File: config.mk
export PLATFORM = sky130hd
export DESIGN_NAME = regfile_dump
export DESIGN_NICKNAME = d
export VERILOG_FILES = /design/src/rtl/regfile_dump.sv
export SDC_FILE = /design/constraint.sdc
export NUM_CORES = 1
export LEC_CHECK = 0
export ABC_AREA = 1
export BUFFER_PORTS_ARGS = -buffer_cell sky130_fd_sc_hd__buf_2
export CAP_MARGIN = 15
export CORE_ASPECT_RATIO = 0.75
export CORE_MARGIN = 2
export CORE_UTILIZATION = 45
export CTS_BUF_LIST = sky130_fd_sc_hd__clkbuf_16
export DETAILED_ROUTE_END_ITERATION = 10
export PLACE_DENSITY = 0.72
export SETUP_SLACK_MARGIN = 0.02
export SYNTH_ARGS = -nofsm -noshare
export SYNTH_HDL_FRONTEND = slang
export SYNTH_SLANG_ARGS = --single-unit
File: constraint.sdc
create_clock -name clk -period 2.3 [get_ports clk]
set_clock_uncertainty 0.2 [all_clocks]
set_input_delay 0.46 -clock clk [delete_from_list [all_inputs] [get_ports clk]]
set_output_delay 0.46 -clock clk [all_outputs]
set_load 0.03 [all_outputs]
File: src/rtl/regfile_dump.sv
// regfile_dump: snapshots register file entries and streams 5-byte records.
// Define REGFILE_DUMP_CHECKSUM_EN to append an XOR checksum byte per dump.
module regfile_dump #(
    parameter int FIRST = 0,
    parameter int NREGS = 32
) (
    input  logic        clk,
    input  logic        rst,
    input  logic        start,
    output logic        busy,
    output logic        done,
    output logic [4:0]  raddr,
    input  logic [31:0] rdata,
    output logic [7:0]  tx_data,
    output logic        tx_valid,
    input  logic        tx_ready
);
    typedef enum logic [1:0] {IDLE, LOAD, SEND, FIN} state_t;

    localparam logic [4:0] FIRST_A = 5'(FIRST);
    localparam logic [4:0] LAST_A  = 5'(FIRST + NREGS - 1);

    state_t      state_q, state_d;
    logic [4:0]  raddr_q, raddr_d;
    logic [31:0] shift_q, shift_d;
    logic [2:0]  cnt_q, cnt_d;
    logic        xfer;
`ifdef REGFILE_DUMP_CHECKSUM_EN
    localparam logic [2:0] CSUM_CNT = 3'd5;
    logic [7:0]  csum_q, csum_d;
`endif

    assign xfer = tx_valid && tx_ready;

    always_ff @(posedge clk) begin
        if (rst) begin
            state_q <= IDLE;
            raddr_q <= '0;
            shift_q <= '0;
            cnt_q   <= '0;
`ifdef REGFILE_DUMP_CHECKSUM_EN
            csum_q  <= '0;
`endif
        end else begin
            state_q <= state_d;
            raddr_q <= raddr_d;
            shift_q <= shift_d;
            cnt_q   <= cnt_d;
`ifdef REGFILE_DUMP_CHECKSUM_EN
            csum_q  <= csum_d;
`endif
        end
    end

    always_comb begin
        state_d = state_q;
        raddr_d = raddr_q;
        shift_d = shift_q;
        cnt_d   = cnt_q;
`ifdef REGFILE_DUMP_CHECKSUM_EN
        csum_d  = csum_q;
`endif
        case (state_q)
            IDLE: begin
                if (start) begin
                    state_d = LOAD;
                    raddr_d = FIRST_A;
                    cnt_d   = '0;
`ifdef REGFILE_DUMP_CHECKSUM_EN
                    csum_d  = '0;
`endif
                end
            end
            LOAD: begin
                // x0 reads as zero no matter what the port returns
                shift_d = (raddr_q == 5'd0) ? 32'h0 : rdata;
                cnt_d   = '0;
                state_d = SEND;
            end
            SEND: begin
                if (xfer) begin
                    cnt_d = cnt_q + 3'd1;
`ifdef REGFILE_DUMP_CHECKSUM_EN
                    csum_d = csum_q ^ tx_data;
`endif
                    if (cnt_q >= 3'd1 && cnt_q <= 3'd3) begin
                        shift_d = {shift_q[23:0], 8'h00};
                    end
                    if (cnt_q == 3'd4) begin
                        if (raddr_q == LAST_A) begin
`ifdef REGFILE_DUMP_CHECKSUM_EN
                            cnt_d   = CSUM_CNT;
`else
                            state_d = FIN;
`endif
                        end else begin
                            state_d = LOAD;
                            raddr_d = raddr_q + 5'd1;
                        end
                    end
`ifdef REGFILE_DUMP_CHECKSUM_EN
                    if (cnt_q == CSUM_CNT) begin
                        state_d = FIN;
                    end
`endif
                end
            end
            FIN: state_d = IDLE;
            default: state_d = IDLE;
        endcase
    end

    always_comb begin
        busy     = 1'b0;
        done     = 1'b0;
        tx_valid = 1'b0;
        tx_data  = '0;
        raddr    = raddr_q;
        case (state_q)
            LOAD: busy = 1'b1;
            SEND: begin
                busy     = 1'b1;
                tx_valid = 1'b1;
                if (cnt_q == 3'd0) begin
                    tx_data = {3'b000, raddr_q};
`ifdef REGFILE_DUMP_CHECKSUM_EN
                end else if (cnt_q == CSUM_CNT) begin
                    tx_data = csum_q;
`endif
                end else begin
                    tx_data = shift_q[31:24];
                end
            end
            FIN: done = 1'b1;
            default: ;
        endcase
    end
endmodule

Yosys cells after proc, flatten, opt, wreduce, memory -nomap -nowiden

Cells that the tools add are included.

Flip-flop bits (word level): 42
Input bits: 36
Output and inout port bits: 16
Logic and storage cells: 53

Add/subtract/negate cells: 2
Magnitude comparators: 2
Equal/unequal tests: 10
Muxes and demuxes: 22
Reduce and logical (&&, ||, !) cells: 13

Operators with widths:

| operator                                                       | number |
|---|---|
| two-way mux 32 bit                                             | 3 |
| one-hot mux 32 bit (2 select lines)                            | 1 |
| two-way mux 5 bit                                              | 4 |
| two-way mux 8 bit                                              | 2 |
| != test 2 bit, second input constant                           | 5 |
| one-hot mux 5 bit (2 select lines)                             | 1 |
| one-hot mux 3 bit (3 select lines)                             | 1 |
| AND reduction 3 bit                                            | 3 |
| two-way mux 2 bit                                              | 4 |
| one-hot mux 2 bit (4 select lines)                             | 1 |
| two-way mux 3 bit                                              | 2 |
| adder 5 x 1 -> 5 bit, second input constant                    | 1 |
| equality test 5 bit, second input constant                     | 1 |
| logical NOT 5 bit                                              | 1 |
| AND reduction 5 bit                                            | 1 |
| equality test 2 bit, second input constant                     | 2 |
| nonzero test 2 bit                                             | 2 |
| adder 3 x 1 -> 3 bit, second input constant                    | 1 |
| equality test 3 bit, second input constant                     | 1 |
| >= comparator 3 x 1 -> 1 bit, second input constant            | 1 |
| less-or-equal comparator 3 x 2 -> 1 bit, second input constant | 1 |
| logical NOT 3 bit                                              | 1 |
| two-way mux 1 bit                                              | 3 |
| nonzero test 3 bit                                             | 1 |
| 4 further kinds                                                | 5 |

Depth between registers and ports, before layout

Depth in word-level cells: 5
Depth in mapped cells: 12
Mapped depth without buffers: 10

Least setup slack after synthesis

No wires, ideal clock.

Path kind: flip-flop to output port
From: reg state_q[0]
To: out tx_data[5]
Data arrival time: 2.037 ns
Data required time: 1.640 ns
Slack: -0.397 ns
Cell stages (with the launch flop): 8
Buffers on the path: 3
Path through: dfxtp_1 inv_1 ha_1 buf_6 inv_4 buf_2 buf_2 nor3_1

Word-level cells in the longest chain between the ends: 2

RTL lines:

| element                | line | RTL |
|---|---|---|
| from (decl)            | 23   | `state_t state_q, state_d;` |
| from (signal assigned) | 45   | `state_q <= state_d;` |
| equality test 2 bit    | 119  | `case (state_q)` |
| two-way mux 8 bit      | 119  |  |
| to (decl)              | 14   | `output logic [7:0] tx_data,` |

No other way between the ends.

Final worst setup path

From: reg cnt_q[0]
To: out tx_data[3]

Word-level cells in the longest chain between the ends: 3

RTL lines:

| element                | line | RTL |
|---|---|---|
| from (decl)            | 26   | `logic [2:0] cnt_q, cnt_d;` |
| from (signal assigned) | 48   | `cnt_q <= cnt_d;` |
| logical NOT 3 bit      | 124  | `if (cnt_q == 3'd0) begin` |
| two-way mux 8 bit      | 124  |  |
| two-way mux 8 bit      | 119  |  |

No other way between the ends.

==> impl_metrics.csv <==
group,metric,value,unit
outcome,status,"complete, no violations",
place,port_buffers,51,
drt,num_vias,2389,
worst_setup_path,path_cells,"inv_1 > ha_1 > nand2_2 > buf_4 > a21oi_2 > buf_2",
timing,slew_headroom,0.6320,
final_layout,most-common-layout-cells,"nand2_1 (104), nor2_1 (65), buf_2 (49), dfxtp_1 (41), inv_1 (40)",
timing,finalHoldViolCount,0,
synthesis,synth_cells,379,
flow_run,maxCapViolCount,0,
synthesis,syn_area_per_cell,6.365,um2
clocking,clockBufferDepth,2,
worst_setup_path,slowest_stage,"dfxtp_2",
final_layout,drive_above_1_share,0.1991,
timing,period_share,0.9560,
synthesis,yosysSeqAreaShare,0.3485,
grt,antenna_found_initial,0,
worst_setup_path,critPathArrivalTime,1.54,ns
drt,first_pass_iters,4,
final_layout,final_cells,502,
place,routabilityCongestion,0.7778,
clocking,htree_levels,2,
timing,min_period,2.199,ns
grt,gr-total-overflow,0,
worst_setup_path,crit_start,"cnt_q[0]",
synthesis,ys_warn_count,0,
worst_setup_path,criticalPathCategory,"flip-flop to output pin",
timing,drv_slew,0,
worst_setup_path,regToRegSetupSlack,0.25,ns
place,dpl.cell_count,492,
final_layout,antenna_cells,0,
floorplan,ios,52,
final_layout,final_common_cell,"nand2_1",
clocking,cts.sinks,42,
final_layout,syn2layout_area_growth,21.99,%
drt,drt-total-wl,5.559,mm
worst_setup_path,critPathMaxStageDelay,0.35,ns
floorplan,num_rows,23,
worst_setup_path,r2r-end,"shift_q[27]",
drt,wl_per_cell,11.07,um
power,ir_worst_vdd,0.4143,mV
worst_setup_path,worstSetupEndpointType,"output pin",
grt,track_usage,0.2001,
worst_setup_path,critPathMaxFanout,7,
drt,drt_iter0_drc,156,
place,pre_cts_ws,0.1923,ns
synthesis,synth_cell_types,21,
clocking,cts_root_buf,"clkbuf_16",
worst_setup_path,start_kind,"flip-flop",
floorplan,coreArea,0.005266,mm2
floorplan,initial_core_util,0.4581,
power,power.density,1240,mW/mm2
clocking,path_clk_slew,0.06,ns
grt,grt_start_max_net_pins,34,
place,place_hpwl,3.993,mm
grt,grt_pass1_wl,9.232,mm
final_layout,fin_nets,475,
worst_setup_path,r2r_cells,9,
clocking,cts_tree,"done",
synthesis,ys_ff_latch,42,
clocking,cts_buffers,5,
timing,setup_viol,0,
final_layout,finish.utilization,0.5588,
drt,ant_nets,0,
worst_setup_path,endpoint,"tx_data[3]",
power,p_leak,1.465,nW
synthesis,synth_area,0.002412,mm2
worst_setup_path,cp.required,1.64,ns
timing,max_freq,454.8,MHz
synthesis,syn_nets,428,
clocking,clk_latency,0.28,ns
hold_path,hold_class,"input pin to flip-flop",
floorplan,die_w,88.55,um
drt,drt-vias-per-instance,4.759,
timing,rsz0062_at_grt,"false",
timing,fin_ws,0.1013,ns
worst_setup_path,rr_startpoint,"raddr[0]",
floorplan,dieArea,0.005968,mm2
grt,grt_pass1_vias,2080,
timing,finalSetupTns,0,ns
floorplan,die_h,67.41,um
drt,drc,0,
timing,worst_slew_pin_slew,0.5506,ns
==> how the worst min path moves through the flow <==
stage	startpoint	endpoint	slack [ns]	depth (start not counted)
floorplan	shift_q[0]	shift_q[0]	0.24	2
global route	rdata[6]	shift_q[6]	0.23	3
global placement	shift_q[6]	shift_q[6]	0.25	2
detailed placement	shift_q[6]	shift_q[6]	0.26	2
finish	rdata[6]	shift_q[6]	0.24	3
CTS	rdata[6]	shift_q[6]	0.23	3
==> power breakdown <==
group / switching, mW / internal (mW) / total (mW) / leakage (nW)
combinational: 1.21 / 0.571 / 1.78 / 1.04
clock: 0.298 / 0.514 / 0.812 / 0.0842
sequential: 0.0926 / 0.968 / 1.06 / 0.344
total: 1.60 / 2.05 / 3.65 / 1.47
==> logic make-up (layout without fill, tap and decap cells) <==
group           after synthesis  in the layout  synth area share
simple gates                211            211            0.3543
buf+inv                      63            111            0.1214
compound gates               50             50            0.1084
flops                        42             42            0.3485
fa+ha+maj                    13             13           0.06743
==> stage by stage <==
stage               hold slack (ns)  total power [mW]  area (um2)
global placement             0.2535             2.773        2750
detailed placement           0.2574             2.816        2750
floorplan                    0.2437             2.555        2477
CTS                          0.2288             3.654        2929
finish                       0.2363             3.649        2943
global route                 0.2341             4.016        2943
==> worst max-delay path: cells and delay by family, from the launching register on <==
family	cells	cell delay (ns)
and+or+nand+nor	1	0.11
buffers and inverters	3	0.48
AOI/OAI and AO/OA	1	0.13
DFF	1	0.35
adders and majority gates	1	0.18
==> registers in the layout, summed over array words and instances, names as in the netlist <==
signal	count
state_q	2
raddr	5
shift_q	32
cnt_q	3
==> synth_stat cells (all sizes together) <==
cell / number / area, um2
dfxtp: 42 / 840.8
nor3: 4 / 20.02
nand2: 105 / 394.1
clkbuf: 7 / 26.28
nand4: 1 / 6.260
buf: 13 / 102.6
nor2: 67 / 256.5
ha: 13 / 162.7
inv: 42 / 160.2
a21oi: 23 / 126.4
nor3b: 1 / 7.510
o21ai: 27 / 135.1
clkinv: 1 / 3.750
nand3: 33 / 170.2
==> layout make-up <==
type	instances	area, um2
clock inverters	3	43.79
well taps	75	93.84
fillers	533	2323
multi-input cells	274	1346
clock buffers	5	125.1
repair buffers	60	327.8
inverters	43	163.9
flip-flops and latches	42	842.1
==> routing by layer <==
metal  GRT usage  up-vias  routed length (um)
li1            -     1271                   -
met3     0.04523        9                 241
met2      0.3045       59                2435
met4     0.07008        0                  85
met1      0.2792     1050                2798
met5           0        -                   0
==> repair_timing <==
| item | in CTS | in global routing |
|---|---|---|
| buffers inserted | 1 | 1 |
| gates resized for setup | 2 | 5 |
| setup endpoints to repair | 8 | 8 |
| hold buffers | 0 | 0 |
No activity file was read; power rests on OpenSTA's default activity.
